### config.mk
export PLATFORM = sky130hd
export DESIGN_NAME = ant_world
export DESIGN_NICKNAME = d
export VERILOG_FILES = /design/src/rtl/ant_world.sv
export SDC_FILE = /design/constraint.sdc
export NUM_CORES = 1
export LEC_CHECK = 0
export ABC_AREA = 0
export ABC_CLOCK_PERIOD_IN_PS = 5000
export CAP_MARGIN = 10
export CELL_PAD_IN_SITES_DETAIL_PLACEMENT = 1
export CELL_PAD_IN_SITES_GLOBAL_PLACEMENT = 2
export CORE_ASPECT_RATIO = 0.75
export CORE_MARGIN = 2
export CORE_UTILIZATION = 34
export CTS_BUF_LIST = sky130_fd_sc_hd__clkbuf_4 sky130_fd_sc_hd__clkbuf_8
export DETAILED_ROUTE_END_ITERATION = 10
export GPL_ROUTABILITY_DRIVEN = 0
export PLACE_DENSITY_LB_ADDON = 0.1
export SYNTH_ARGS = -nofsm -noshare
export SYNTH_HDL_FRONTEND = slang
export SYNTH_SLANG_ARGS = --single-unit
### constraint.sdc
create_clock -name CLK -period 5 [get_ports CLK]
set_input_delay 0.5 -clock CLK [delete_from_list [all_inputs] [get_ports CLK]]
set_output_delay 0.5 -clock CLK [all_outputs]
set_load 0.01 [all_outputs]
### src/rtl/ant_world.sv
// Behavioural 8x8 maze world for the ant controller: applies FW/TLeft/TRight
// commands one step at a time and returns registered antenna readings.
module ant_world #(
  parameter logic [63:0] WALLS     = 64'h0,
  parameter logic [2:0]  START_X   = 3'd0,
  parameter logic [2:0]  START_Y   = 3'd0,
  parameter logic [1:0]  START_DIR = 2'b01,
  parameter logic [2:0]  GOAL_X    = 3'd7,
  parameter logic [2:0]  GOAL_Y    = 3'd7
) (
  input  logic        CLK,
  input  logic        reset,
  input  logic        step,
  input  logic        FW,
  input  logic        TLeft,
  input  logic        TRight,
  output logic        LAntenna,
  output logic        RAntenna,
  output logic        busy,
  output logic        done,
  output logic [2:0]  pos_x,
  output logic [2:0]  pos_y,
  output logic [1:0]  heading,
  output logic        at_goal,
  output logic [15:0] step_count,
  output logic [7:0]  bump_count,
  output logic        cmd_err
);

  typedef enum logic [2:0] {
    S_INIT  = 3'd0,
    S_IDLE  = 3'd1,
    S_TURN  = 3'd2,
    S_MOVE  = 3'd3,
    S_SENSE = 3'd4
  } state_t;

  state_t      state_q;
  logic [2:0]  pos_x_q, pos_y_q;
  logic [1:0]  heading_q;
  logic        lant_q, rant_q;
  logic        busy_q, done_q;
  logic [15:0] step_count_q;
  logic [7:0]  bump_count_q;
  logic        cmd_err_q;
  logic        fw_q, tl_q, tr_q;

  logic [1:0]  heading_d;
  logic [2:0]  pos_x_d, pos_y_d;
  logic        fwd_blocked_d, right_blocked_d;

  // Cell ahead of (x,y) in direction d is blocked if it leaves the grid or is a wall.
  function automatic logic blocked(input logic [2:0] x, input logic [2:0] y,
                                   input logic [1:0] d);
    logic       hit_edge;
    logic [2:0] nx, ny;
    hit_edge = 1'b0;
    nx = x;
    ny = y;
    case (d)
      2'd0: begin hit_edge = (y == 3'd0); ny = y - 3'd1; end
      2'd1: begin hit_edge = (x == 3'd7); nx = x + 3'd1; end
      2'd2: begin hit_edge = (y == 3'd7); ny = y + 3'd1; end
      default: begin hit_edge = (x == 3'd0); nx = x - 3'd1; end
    endcase
    return hit_edge | WALLS[{ny, nx}];
  endfunction

  always_comb begin
    heading_d = heading_q;
    if (tl_q && !tr_q) begin
      heading_d = heading_q - 2'd1;
    end else if (tr_q && !tl_q) begin
      heading_d = heading_q + 2'd1;
    end

    pos_x_d = pos_x_q;
    pos_y_d = pos_y_q;
    case (heading_q)
      2'd0:    pos_y_d = pos_y_q - 3'd1;
      2'd1:    pos_x_d = pos_x_q + 3'd1;
      2'd2:    pos_y_d = pos_y_q + 3'd1;
      default: pos_x_d = pos_x_q - 3'd1;
    endcase

    fwd_blocked_d   = blocked(pos_x_q, pos_y_q, heading_q);
    right_blocked_d = blocked(pos_x_q, pos_y_q, heading_q + 2'd1);
  end

  always_ff @(posedge CLK) begin
    if (reset) begin
      state_q      <= S_INIT;
      pos_x_q      <= START_X;
      pos_y_q      <= START_Y;
      heading_q    <= START_DIR;
      lant_q       <= 1'b0;
      rant_q       <= 1'b0;
      busy_q       <= 1'b1;
      done_q       <= 1'b0;
      step_count_q <= 16'd0;
      bump_count_q <= 8'd0;
      cmd_err_q    <= 1'b0;
      fw_q         <= 1'b0;
      tl_q         <= 1'b0;
      tr_q         <= 1'b0;
    end else begin
      case (state_q)
        S_INIT: begin
          lant_q  <= fwd_blocked_d;
          rant_q  <= right_blocked_d;
          busy_q  <= 1'b0;
          state_q <= S_IDLE;
        end
        S_IDLE: begin
          done_q <= 1'b0;
          if (step) begin
            // Command is frozen here; input changes during the step are ignored.
            fw_q    <= FW;
            tl_q    <= TLeft;
            tr_q    <= TRight;
            busy_q  <= 1'b1;
            state_q <= S_TURN;
          end
        end
        S_TURN: begin
          heading_q <= heading_d;
          if (tl_q && tr_q) begin
            cmd_err_q <= 1'b1;
          end
          state_q <= S_MOVE;
        end
        S_MOVE: begin
          if (fw_q) begin
            if (fwd_blocked_d) begin
              if (bump_count_q != 8'hFF) begin
                bump_count_q <= bump_count_q + 8'd1;
              end
            end else begin
              pos_x_q <= pos_x_d;
              pos_y_q <= pos_y_d;
            end
          end
          state_q <= S_SENSE;
        end
        S_SENSE: begin
          lant_q <= fwd_blocked_d;
          rant_q <= right_blocked_d;
          if (step_count_q != 16'hFFFF) begin
            step_count_q <= step_count_q + 16'd1;
          end
          done_q  <= 1'b1;
          busy_q  <= 1'b0;
          state_q <= S_IDLE;
        end
        default: begin
          busy_q  <= 1'b1;
          state_q <= S_INIT;
        end
      endcase
    end
  end

  assign LAntenna   = lant_q;
  assign RAntenna   = rant_q;
  assign busy       = busy_q;
  assign done       = done_q;
  assign pos_x      = pos_x_q;
  assign pos_y      = pos_y_q;
  assign heading    = heading_q;
  assign at_goal    = (pos_x_q == GOAL_X) && (pos_y_q == GOAL_Y);
  assign step_count = step_count_q;
  assign bump_count = bump_count_q;
  assign cmd_err    = cmd_err_q;

endmodule

# ---- Word-level counts from Yosys, hierarchy flattened
# Memories as Yosys holds them, arrays and structs flattened.
# Cells that the tools add are included.
dict set report word_totals {
  in_bits 6
  romBits 128
  memories 2
  register_bits 43
  word_cells 82
}
# memory depth width read_ports rd_ports_with_merged_regs write_ports line
set memory_table {}
lappend memory_table {{(no name shown)} 64 1 1 0 0 66} ;# return hit_edge | WALLS[{ny, nx}];
lappend memory_table {{(no name shown)} 64 1 1 0 0 66}
dict set report op_classes {
  eq_ne 13
  n_lt_le_gt_ge 2
  n_mux 15
  n_bitwise 4
  n_reduce_logical 24
  n_addsub 8
}
# op count
set op_table {}
lappend op_table {{3-bit case mux with 2 select lines} 4}
lappend op_table {{16-bit by 1-bit adder with 16-bit output (second input constant)} 1}
lappend op_table {{16-bit != test (second input constant)} 1}
lappend op_table {{6-bit by 7-bit less-than comparator with 1-bit output (second input constant)} 2}
lappend op_table {{3-bit case mux with 4 select lines} 1}
lappend op_table {{2-bit AND reduction} 5}
lappend op_table {{3-bit == test (second input constant)} 3}
lappend op_table {{3-bit zero test} 3}
lappend op_table {{1-bit case mux with 3 select lines} 3}
lappend op_table {{8-bit by 1-bit adder with 8-bit output (second input constant)} 1}
lappend op_table {{8-bit != test (second input constant)} 1}
lappend op_table {{2-bit OR reduction} 4}
lappend op_table {{3-bit by 1-bit adder with 3-bit output (second input constant)} 2}
lappend op_table {{3-bit by 2-bit == test with 1-bit output (second input constant)} 2}
lappend op_table {{3-bit by 1-bit subtractor with 3-bit output (second input constant)} 2}
lappend op_table {{2-bit by 1-bit == test with 1-bit output (second input constant)} 2}
lappend op_table {{2-bit == test (second input constant)} 2}
lappend op_table {{1-bit logical AND} 4}
lappend op_table {{2-bit zero test} 2}
lappend op_table {{2-bit two-way mux} 2}
lappend op_table {{4-bit AND reduction} 1}
lappend op_table {{2-bit nonzero test} 2}
lappend op_table {{3-bit by 1-bit == test with 1-bit output (second input constant)} 1}
lappend op_table {{1-bit two-way mux} 3}
lappend op_table {{other kinds (9)} 12}

# ---- Logic depth before layout (Yosys ltp)
dict set report logic_depth {
  word_depth 8
  mapped_depth 8
  mapped_depth_nobuf 8
}

# ---- Worst setup path after synthesis
# OpenSTA, ideal clock, no wires.
dict set report synth_timing {
  path_kind {flip-flop to flip-flop}
  from {reg heading_q[0] (netlist: heading[0])}
  to {reg bump_count_q[7] (netlist: bump_count[7])}
  path_slack_ns 2.814
  arrival_ns 2.065
  stages_incl_launch_ff 8
  t_required_ns 4.879
  cell_sequence {dfxtp_1 -> inv_1 -> ha_1 -> or4b_4 -> a21oi_4 -> o211ai_1 -> nor3_1 -> mux2_2}
}
dict set report synth_between {
  elab_chain_cells 7
  elab_cells_between_ends 11
}
# element line
set synth_rtl {}
lappend synth_rtl {{start, declared} 40} ;# logic [1:0] heading_q;
lappend synth_rtl {{start signal, assigned} 126} ;# heading_q <= heading_d;
lappend synth_rtl {{2-bit == test / 2-bit zero test (equally long branches)} 60} ;# case (d)
lappend synth_rtl {{2-bit OR reduction (no source line)} --}
lappend synth_rtl {{3-bit case mux with 2 select lines} 60}
lappend synth_rtl {{memory read 64 x 1 bit} --}
lappend synth_rtl {{1-bit two-way mux (not written as such)} 66}
lappend synth_rtl {{1-bit bitwise OR *} 66}
lappend synth_rtl {{4-bit AND reduction (no source line) *} --}
lappend synth_rtl {{end signal, assigned} 136} ;# bump_count_q <= bump_count_q + 8'd1;
lappend synth_rtl {{end, declared} 44} ;# logic [7:0] bump_count_q;
# Mark *: on every way between the ends. The rest lies on a longest branch, timed or not. The select of a mux whose other input is x is not followed.
# A chain may end at the register's enable or synchronous reset.

# ---- Worst setup path after layout
# Ends and elaborated chain as after synthesis.

==> reports/results.txt <==
RSZ-0062 raised after global routing - no
Placed Cells - 361
CP Max Fanout - 6
first-pass GRT wire length - 8.38 mm
Clock Pin Slew Worst Setup and Hold Paths - 80 ps
post-CTS setup buffers - 0
CP top delay family - simple AND/OR/NAND/NOR gates
Seq cells post-synth - 43
largest net degree at the start of global routing - 46
CP startpoint kind - flop
core area - 6190 sq um
average wire per standard cell - 13.4 um
Synth Instances - 245
cell area after layout - 2740 sq um
CTS Root Cell - clkbuf_8
share of cells above drive strength 1 - 5.21%
gr usage total - 15.3%
via count - 1846
initial antenna violation count - 0
Finish-stage setup viols - 0
Commonest cells post-synth - dfxtp_1, nor2_1, a21oi_1, o21ai_0
Fill cells - 735
vias in the first global route - 1759
Post-synth top flop - dfxtp_1
WHS - 495 ps
final hold viol count - 0
Worst Clk Skew - 11.8 ps
Top Ports - 44
max incr delay on CP - 490 ps
Via density - 5.00
Final Cycle Share - 46.3%
total chip power - 0.608 mW
Net Count, Synth - 263
CP bufs+invs - 1
Die H - 72.8 um
starting density of the core - 34.7%
Finished Layout Cells - 369
PD cells - 222 nW/um^2
sequential share of the synthesized area - 40.1%
final worst slack - 2690 ps
Area contributors post-synth - dfxtp_1, ha_1, nor2_1
post-CTS resize count - 0
Peak VDD IR - 0.000114 V
Synth Cell Area - 2150 sq um
Post-CTS Hold Buffers - 0
antenna viol nets, final - 0
area grow syn2layout - 27.6%
CTS tree - yes
FP Rows - 25
Cell Chain, Critical Path - inv_1 -> ha_1 -> or4b_4 -> a21oi_4 -> o211ai_1 -> nor3_1 -> mux2_2
Post-synth EDFFs - 0
setup TNS - 0 ps
Least-Margin Pin Slew - 734 ps
Yosys top cell area share - 40.1%
worst skew pair latency - 290 ps
WP data required - 5180 ps
first drt pass iteration count - 4
Synth area leader - dfxtp_1
crit end category - flop
leak pwr - 0.978 nW
# clock sinks - 43
DRC violations left - 0
count leader, synth - dfxtp_1
DRT iter0 DRCs - 46
Post-DP HPWL - 3.62 mm
Placement Setup Slack - 2650 ps
PortBufs - 43
Horiz. Die Dim - 95.8 um
Setup CP Type - reg2reg
final design utilization - 44.3%
Async SR Flop Fraction - 0%
die area - 6980 sq um
arrival time of the worst setup path - 2500 ps
Post-Syn Area per Cell - 8.77 sq um
area of placed instances - 2650 sq um
CP max stage cell - or4b_4
clk buf depth - 2
CTS HTree Levels - 2
Period minus WS final - 2310 ps
status - completed
Slew headroom - 50.9%
final wirelength - 4.95 mm
Overflow after GRT - 0
nets - 305
CTS Buf Count - 5
fin. max-slew vios - 0
max-cap viol count - 0
Syn. warnings - 0
Hold/Removal Path Class - reg2reg
ant diodes - 0
Max Clk Rate - 432 MHz
Cell variety after synth - 42
[flip-flops by register name, indices dropped and copies added, names as in the netlist]
name and flops:
LAntenna 1, RAntenna 1, bump_count 8, busy 1, cmd_err 1, done 1, fw_q 1, heading 2
pos_x 3, pos_y 3, state_q 3, step_count 16, tl_q 1, tr_q 1
[cell type report]
cell class	count	area (sq um)	share of cell area [%]
Multi-Input combinational cell	182	1210	44.2
Sequential cell	43	861	31.4
Timing Repair Buffer	44	438	16.0
Tap cell	81	101	3.70
Clock buffer	7	83.8	3.06
Inverter	11	41.3	1.51
Clock inverter	1	5.00	0.183
[worst paths after layout]
| kind | from | to | slack (ps) | cells past startpoint |
|---|---|---|---|---|
| worst max-delay path | heading[0]$_SDFFE_PP1P_ | bump_count[7]$_SDFFE_PP0P_ | 2690 | 7 |
| worst min-delay path | RAntenna$_SDFFE_PP0P_ | RAntenna$_SDFFE_PP0P_ | 490 | 2 |
| worst max register to register | heading[0]$_SDFFE_PP1P_ | bump_count[7]$_SDFFE_PP0P_ | 2690 | 7 |
| worst min register to register | RAntenna$_SDFFE_PP0P_ | RAntenna$_SDFFE_PP0P_ | 490 | 2 |
[worst register-to-register path, stage by stage (launching register included)]
cell	delay, ps
dfxtp_1	380
inv_1	130
ha_1	220
or4b_4	490
a21oi_4	250
o211ai_1	170
nor3_1	210
mux2_2	360
[where the power goes]
part,switching [mW],internal [mW],total [mW]
Clock,0.116,0.109,0.225
Combinational,0.0173,0.0141,0.0314
Sequential,0.00585,0.346,0.352
[cell families (layout without fill, tap and decap cells)]
kind of cell	Yosys count	after routing	synth area share [%]
AOI/OAI and AO/OA	47	47	14.0
xor gates and xnor gates	20	20	8.15
adders and majority gates	12	12	7.69
buffers and inverters	20	63	3.55
DFF	43	43	40.1
muxes	6	6	2.85
and+or+nand+nor	97	97	23.7
[layout by cell type (no fill, tap or decap), types with 6 or more instances in the layout]
cell type | synthesis | final
dfxtp_1 | 43 | 43
inv_1 | 11 | 11
nor2_1 | 33 | 33
xnor2_1 | 9 | 9
nand2_1 | 10 | 10
o21ai_0 | 15 | 15
nor3_1 | 7 | 7
xor2_1 | 11 | 11
a21oi_1 | 15 | 15
nand3_1 | 7 | 7
or3_1 | 8 | 8
and3_1 | 6 | 6
ha_1 | 10 | 10
clkdlybuf4s50_1 | 0 | 43
nand4_1 | 7 | 7
[per-layer routing]
layer / share of wire [%] / track usage [%]
met1: 54 / 22.8
met2: 41 / 22.3
met3: 4.0 / 3.82
met4: 0.69 / 3.33
met5: 0 / 0
Note: power is estimated with default switching activity, not from simulation.
